--- src/rtl/mdr_unit.sv ---
// mdr_unit: memory data register with a built-in memory handshake engine.
// Holds the datapath memory operand, loads it from BusMuxOut or from memory,
// and drives sub-word reads/writes with byte lanes. A per-transaction
// timeout raises a sticky error instead of stalling forever.
// Optional feature macro: MDR_SIGN_EXT_EN enables sign extension of
// sub-word reads; when undefined every read zero-extends.

module mdr_unit #(
   parameter int WIDTH   = 32,
   parameter int TIMEOUT = 15,
   localparam int NLANE  = WIDTH / 8,
   localparam int OFFW   = $clog2(NLANE)
) (
   input  logic               clock,
   input  logic               reset,
   input  logic [WIDTH-1:0]   BusMuxOut,
   input  logic               MDRin,
   input  logic               mem_rd,
   input  logic               mem_wr,
   input  logic [1:0]         size,
   input  logic               sign,
   input  logic [OFFW-1:0]    byte_off,
   input  logic [WIDTH-1:0]   mem_rdata,
   input  logic               mem_ack,
   output logic               mem_req,
   output logic               mem_we,
   output logic [NLANE-1:0]   mem_be,
   output logic [WIDTH-1:0]   mem_wdata,
   output logic [WIDTH-1:0]   Q,
   output logic               busy,
   output logic               done,
   output logic               err
);

   localparam logic [1:0] S_IDLE = 2'd0;
   localparam logic [1:0] S_WAIT = 2'd1;
   localparam logic [1:0] S_DONE = 2'd2;

   // Last WAIT cycle index: the request stays up for exactly TIMEOUT cycles.
   localparam logic [7:0] CNT_LAST = 8'(TIMEOUT - 1);

   logic [1:0]       state_q, state_d;
   logic [WIDTH-1:0] data_q, data_d;
   logic             err_q, err_d;
   logic [7:0]       cnt_q, cnt_d;
   logic [1:0]       size_q, size_d;
   logic [OFFW-1:0]  off_q, off_d;
   logic             write_q, write_d;

   logic             startReq;
   logic             bothReq;
   logic             badShape;
   logic [NLANE-1:0] laneMask;
   logic [WIDTH-1:0] wrRep;
   logic [WIDTH-1:0] shifted;
   logic [WIDTH-1:0] rdExt;
   logic             fill8;
   logic             fill16;

`ifdef MDR_SIGN_EXT_EN
   logic             sign_q, sign_d;
`else
   logic             unusedSign;
   assign unusedSign = sign;
`endif

   assign startReq = mem_rd ^ mem_wr;
   assign bothReq  = mem_rd & mem_wr;
   assign badShape = (size == 2'b11)
                   | ((size == 2'b01) & byte_off[0])
                   | ((size == 2'b10) & (byte_off != '0));

   // Byte enables follow the latched size and lane offset.
   always_comb begin
      laneMask = '1;
      case (size_q)
         2'b00:   laneMask = NLANE'(1) << off_q;
         2'b01:   laneMask = NLANE'(3) << off_q;
         default: laneMask = '1;
      endcase
   end

   // Write data replicates the low byte/half of Q across every lane.
   always_comb begin
      wrRep = '0;
      for (int i = 0; i < NLANE; i++) begin
         case (size_q)
            2'b00:   wrRep[i*8 +: 8] = data_q[7:0];
            2'b01:   wrRep[i*8 +: 8] = data_q[(i%2)*8 +: 8];
            default: wrRep[i*8 +: 8] = data_q[i*8 +: 8];
         endcase
      end
   end

   // Read path: bring the addressed lane down to bit 0 and extend it.
   always_comb begin
      shifted = mem_rdata >> (8 * int'(off_q));
`ifdef MDR_SIGN_EXT_EN
      fill8  = sign_q & shifted[7];
      fill16 = sign_q & shifted[15];
`else
      fill8  = 1'b0;
      fill16 = 1'b0;
`endif
      case (size_q)
         2'b00: begin
            rdExt       = {WIDTH{fill8}};
            rdExt[7:0]  = shifted[7:0];
         end
         2'b01: begin
            rdExt       = {WIDTH{fill16}};
            rdExt[15:0] = shifted[15:0];
         end
         default: rdExt = shifted;
      endcase
   end

   // Next-state logic: IDLE arbitration, WAIT handshake/timeout, DONE pulse.
   always_comb begin
      state_d = state_q;
      data_d  = data_q;
      err_d   = err_q;
      cnt_d   = cnt_q;
      size_d  = size_q;
      off_d   = off_q;
      write_d = write_q;
`ifdef MDR_SIGN_EXT_EN
      sign_d  = sign_q;
`endif
      case (state_q)
         S_IDLE: begin
            if (MDRin) begin
               data_d = BusMuxOut;
            end else if (bothReq || (startReq && badShape)) begin
               err_d   = 1'b1;
               state_d = S_DONE;
            end else if (startReq) begin
               size_d  = size;
               off_d   = byte_off;
               write_d = mem_wr;
`ifdef MDR_SIGN_EXT_EN
               sign_d  = sign;
`endif
               err_d   = 1'b0;
               cnt_d   = 8'd0;
               state_d = S_WAIT;
            end
         end
         S_WAIT: begin
            if (mem_ack) begin
               if (!write_q) begin
                  data_d = rdExt;
               end
               state_d = S_DONE;
            end else if (cnt_q == CNT_LAST) begin
               cnt_d   = cnt_q + 8'd1;
               err_d   = 1'b1;
               state_d = S_DONE;
            end else begin
               cnt_d = cnt_q + 8'd1;
            end
         end
         S_DONE: state_d = S_IDLE;
         default: state_d = S_IDLE;
      endcase
   end

   // State registers with synchronous reset clearing everything to zero.
   always_ff @(posedge clock) begin
      if (reset) begin
         state_q <= S_IDLE;
         data_q  <= '0;
         err_q   <= 1'b0;
         cnt_q   <= 8'd0;
         size_q  <= 2'b00;
         off_q   <= '0;
         write_q <= 1'b0;
`ifdef MDR_SIGN_EXT_EN
         sign_q  <= 1'b0;
`endif
      end else begin
         state_q <= state_d;
         data_q  <= data_d;
         err_q   <= err_d;
         cnt_q   <= cnt_d;
         size_q  <= size_d;
         off_q   <= off_d;
         write_q <= write_d;
`ifdef MDR_SIGN_EXT_EN
         sign_q  <= sign_d;
`endif
      end
   end

   assign mem_req   = (state_q == S_WAIT);
   assign mem_we    = mem_req & write_q;
   assign mem_be    = mem_req ? laneMask : '0;
   assign mem_wdata = (mem_req & write_q) ? wrRep : '0;
   assign Q         = data_q;
   assign busy      = (state_q != S_IDLE);
   assign done      = (state_q == S_DONE);
   assign err       = err_q;

endmodule

--- config.mk ---
export PLATFORM = sky130hd
export DESIGN_NAME = mdr_unit
export DESIGN_NICKNAME = d
export VERILOG_FILES = /design/src/rtl/mdr_unit.sv
export SDC_FILE = /design/constraint.sdc
export NUM_CORES = 1
export LEC_CHECK = 0
export ABC_AREA = 1
export ABC_CLOCK_PERIOD_IN_PS = 2100
export CORE_MARGIN = 5
export CORE_UTILIZATION = 42
export DETAILED_ROUTE_END_ITERATION = 12
export PLACE_DENSITY = 0.86
export SLEW_MARGIN = 40
export SYNTH_ARGS = -nofsm -noshare
export SYNTH_HDL_FRONTEND = slang
export SYNTH_SLANG_ARGS = --single-unit
--- constraint.sdc ---
create_clock -name clock -period 2.1 [get_ports clock]
set_clock_uncertainty 0.1 [all_clocks]
set_input_delay 0.315 -clock clock [delete_from_list [all_inputs] [get_ports clock]]
set_output_delay 0.315 -clock clock [all_outputs]
set_load 0.02 [all_outputs]
==> impl_metrics.toml <==
[run_status]
status = "finished clean"

[synth]
ys_ff_latch = 48
avgSynthCellArea_um2 = 5.901
syn_nets = 633
synth_cell_types = 26
yosys_warnings = 0
syn_inst = 554
netlist_area_mm2 = 0.003269
yosysSeqAreaShare = 0.2939

[timing]
fmax_mhz = 501.4
worst_pin_slew_ns = 0.7257
fin_crit_sh = 0.9496
maxSlewHeadroom = 0.5156
final-hold-violation-count = 0
setup-violations-final = 0
period_minus_slack_ns = 1.994
grt_setup_unrepaired = "no"
fin_setup_tns_ns = 0
slew_violations = 0

[pwr]
power_density_mw_per_mm2 = 604.7
ir_worst_vdd_mv = 0.3074
p_leak_nw = 2.205

[final_layout]
fin_cells = 807
synthToLayoutAreaGrowth_pct = 52.43
fillerInstances = 663
num_antenna_cells = 0
final_cell_area_mm2 = 0.004984
nNetsFinal = 784
drive_gt1_frac = 0.1248
multi_input_area_mm2 = 0.001963
final_common_cell = "nand2_1"
layout_common_cells = "129 x nand2_1, 107 x clkdlybuf4s50_1, 89 x a21oi_1"
regArea_um2 = 965.9

[routing]
dr.first_iter.drc_count = 443
routed_wl_mm = 13.56
dr.pass1.iters = 5
ant_nets = 0
via_per_inst = 5.528
vias = 4461
wire_per_inst_um = 16.80
drc_errors = 0

[placement]
port_buffers = 146
dpl.cell_count = 797
hpwl_mm = 10.13
routabilityCongestion = 0.9292
postPlaceCellArea_mm2 = 0.004945

[critical_path]
cp_max_fo = 25
arrival_ns = 1.58
max_stage_delay_ns = 0.33
start_kind = "register"
critical_path_class = "reg -> out"
endpoint_kind = "output pin"
worst_path_max_delay_cell = "dfxtp_2"
path_cells = "inv_2 -> nand2_4 -> nor2_2 -> inv_4 -> a21oi_1 -> clkdlybuf4s15_2"
worst_ep_required_time_ns = 1.68

[global_route]
grt_overflow_total = 0
grt_max_degree = 49
grt_busiest_layer = "met2"
grtUsageMet1 = 0.3364
grt_pass1_wl_mm = 20.75
grt_use_total = 0.2642
grtUsageMet2 = 0.4403
met3_usage = 0.06286
antenna_found_initial = 0
grt_pass1_vias = 4146

[hold_path]
hold_path.class = "reg -> reg"

[die]
dieArea_mm2 = 0.009649
dieHeight_um = 98.23
io_pins = 148
die_x_um = 98.23
rows = 32
core-area_mm2 = 0.007647
start_util = 0.4275

[clock_tree]
cts_buffers = 5
clkSinkCount = 48
clkLatencyLatePin_ns = 0.30
clk_path_buf_depth = 2
cts_hold_buffers = 0
htreeDepth = 2
clockRootBuffer = "clkbuf_8"
path_clk_slew_ns = 0.08
tritoncts = "built"

[flow_run]
maxCapViolations = 0
==> what timing repair did <==
item / 4_1_cts / 5_1_grt
setup buffers: 0 / 1
gates cloned: 0 / 2
resized for setup: 58 / 68
endpoints found under the setup margin: 39 / 44
pin swaps: 0 / 1
==> logic make-up after synthesis <==
group | share of synthesized area
adder cells (fa/ha/maj) | 0.01531
multiplexers | 0.02449
AO/OA/AOI/OAI | 0.2151
AND/OR/NAND/NOR | 0.3379
flip-flops | 0.2939
buffers and inverters | 0.1106
XOR/XNOR | 0.002679
==> Yosys cell counts <==
master	n	area [um^2]
mux2i_1	8	80.08
a21oi_1	89	445.4
buf_4	1	7.510
buf_2	7	35.03
inv_2	3	11.26
dfxtp_1	48	960.9
clkinv_1	2	7.510
and3_1	1	6.260
nand2_1	131	491.7
xor2_1	1	8.760
nor2_1	64	240.2
or2_2	2	12.51
nor3_1	2	10.01
nand4_1	4	25.02
buf_6	2	22.52
nor3_2	1	10.01
inv_1	52	195.2
o31ai_1	3	22.52
ha_1	4	50.05
o21ai_1	4	20.02
nand2_4	1	11.26
clkbuf_1	21	78.83
buf_1	1	3.750
nand2_2	2	12.51
o21ai_0	43	215.2
nand3_1	57	285.3
==> worst max-delay path, delay by kind of cell, from the launching register on <==
family          cells  cell delay, ns
compound gates      1            0.15
flops               1            0.33
simple gates        2            0.24
buf+inv             3            0.54
==> metal layers <==
layer | part of all wire | vias up | wire length, um
li1 | - | 2118 | -
met4 | 0.032 | 0 | 428
met5 | 0 | - | 0
met1 | 0.39 | 2000 | 5287
met2 | 0.46 | 310 | 6282
met3 | 0.11 | 33 | 1558
==> per-stage QoR <==
stage	util	hold slack, ns	total power, mW	worst slack (ns)
floorplan	-	0.2841	1.746	0.1983
global placement	0.6466	0.3660	2.292	0.007007
detailed placement	0.6466	0.3806	2.330	-0.001739
CTS	0.6569	0.3920	2.920	0.003673
global route	0.6517	0.4288	3.166	0.002155
finish	0.6517	0.3957	3.014	0.1057
==> power breakdown <==
part	switching, mW	internal [mW]	total [mW]
logic	0.688	0.574	1.26
clock network	0.314	0.294	0.608
registers	0.116	1.03	1.14
total	1.12	1.90	3.01
==> registers in the layout (all words and copies together), names as in the netlist <==
signal and cells:
Q 32, off_q 2, state_q 2, size_q 2
err 1, cnt_q 8, write_q 1
==> worst paths after layout <==
path,startpoint,endpoint,slack [ns],cells past startpoint
min,cnt_q[4],cnt_q[4],0.40,2
max,state_q[1],mem_wdata[23],0.11,6
min reg2reg,cnt_q[4],cnt_q[4],0.40,2
max reg2reg,state_q[1],Q[14],0.13,12
==> layout make-up <==
| type | count | area share |
|---|---|---|
| clock buffer | 7 | 0.01933 |
| inverter | 57 | 0.04394 |
| multi-input combinational | 417 | 0.3939 |
| sequential | 48 | 0.1938 |
| tap | 102 | 0.02561 |
| timing repair buffer | 176 | 0.3234 |
Note: power is estimated with default switching activity, not from simulation.
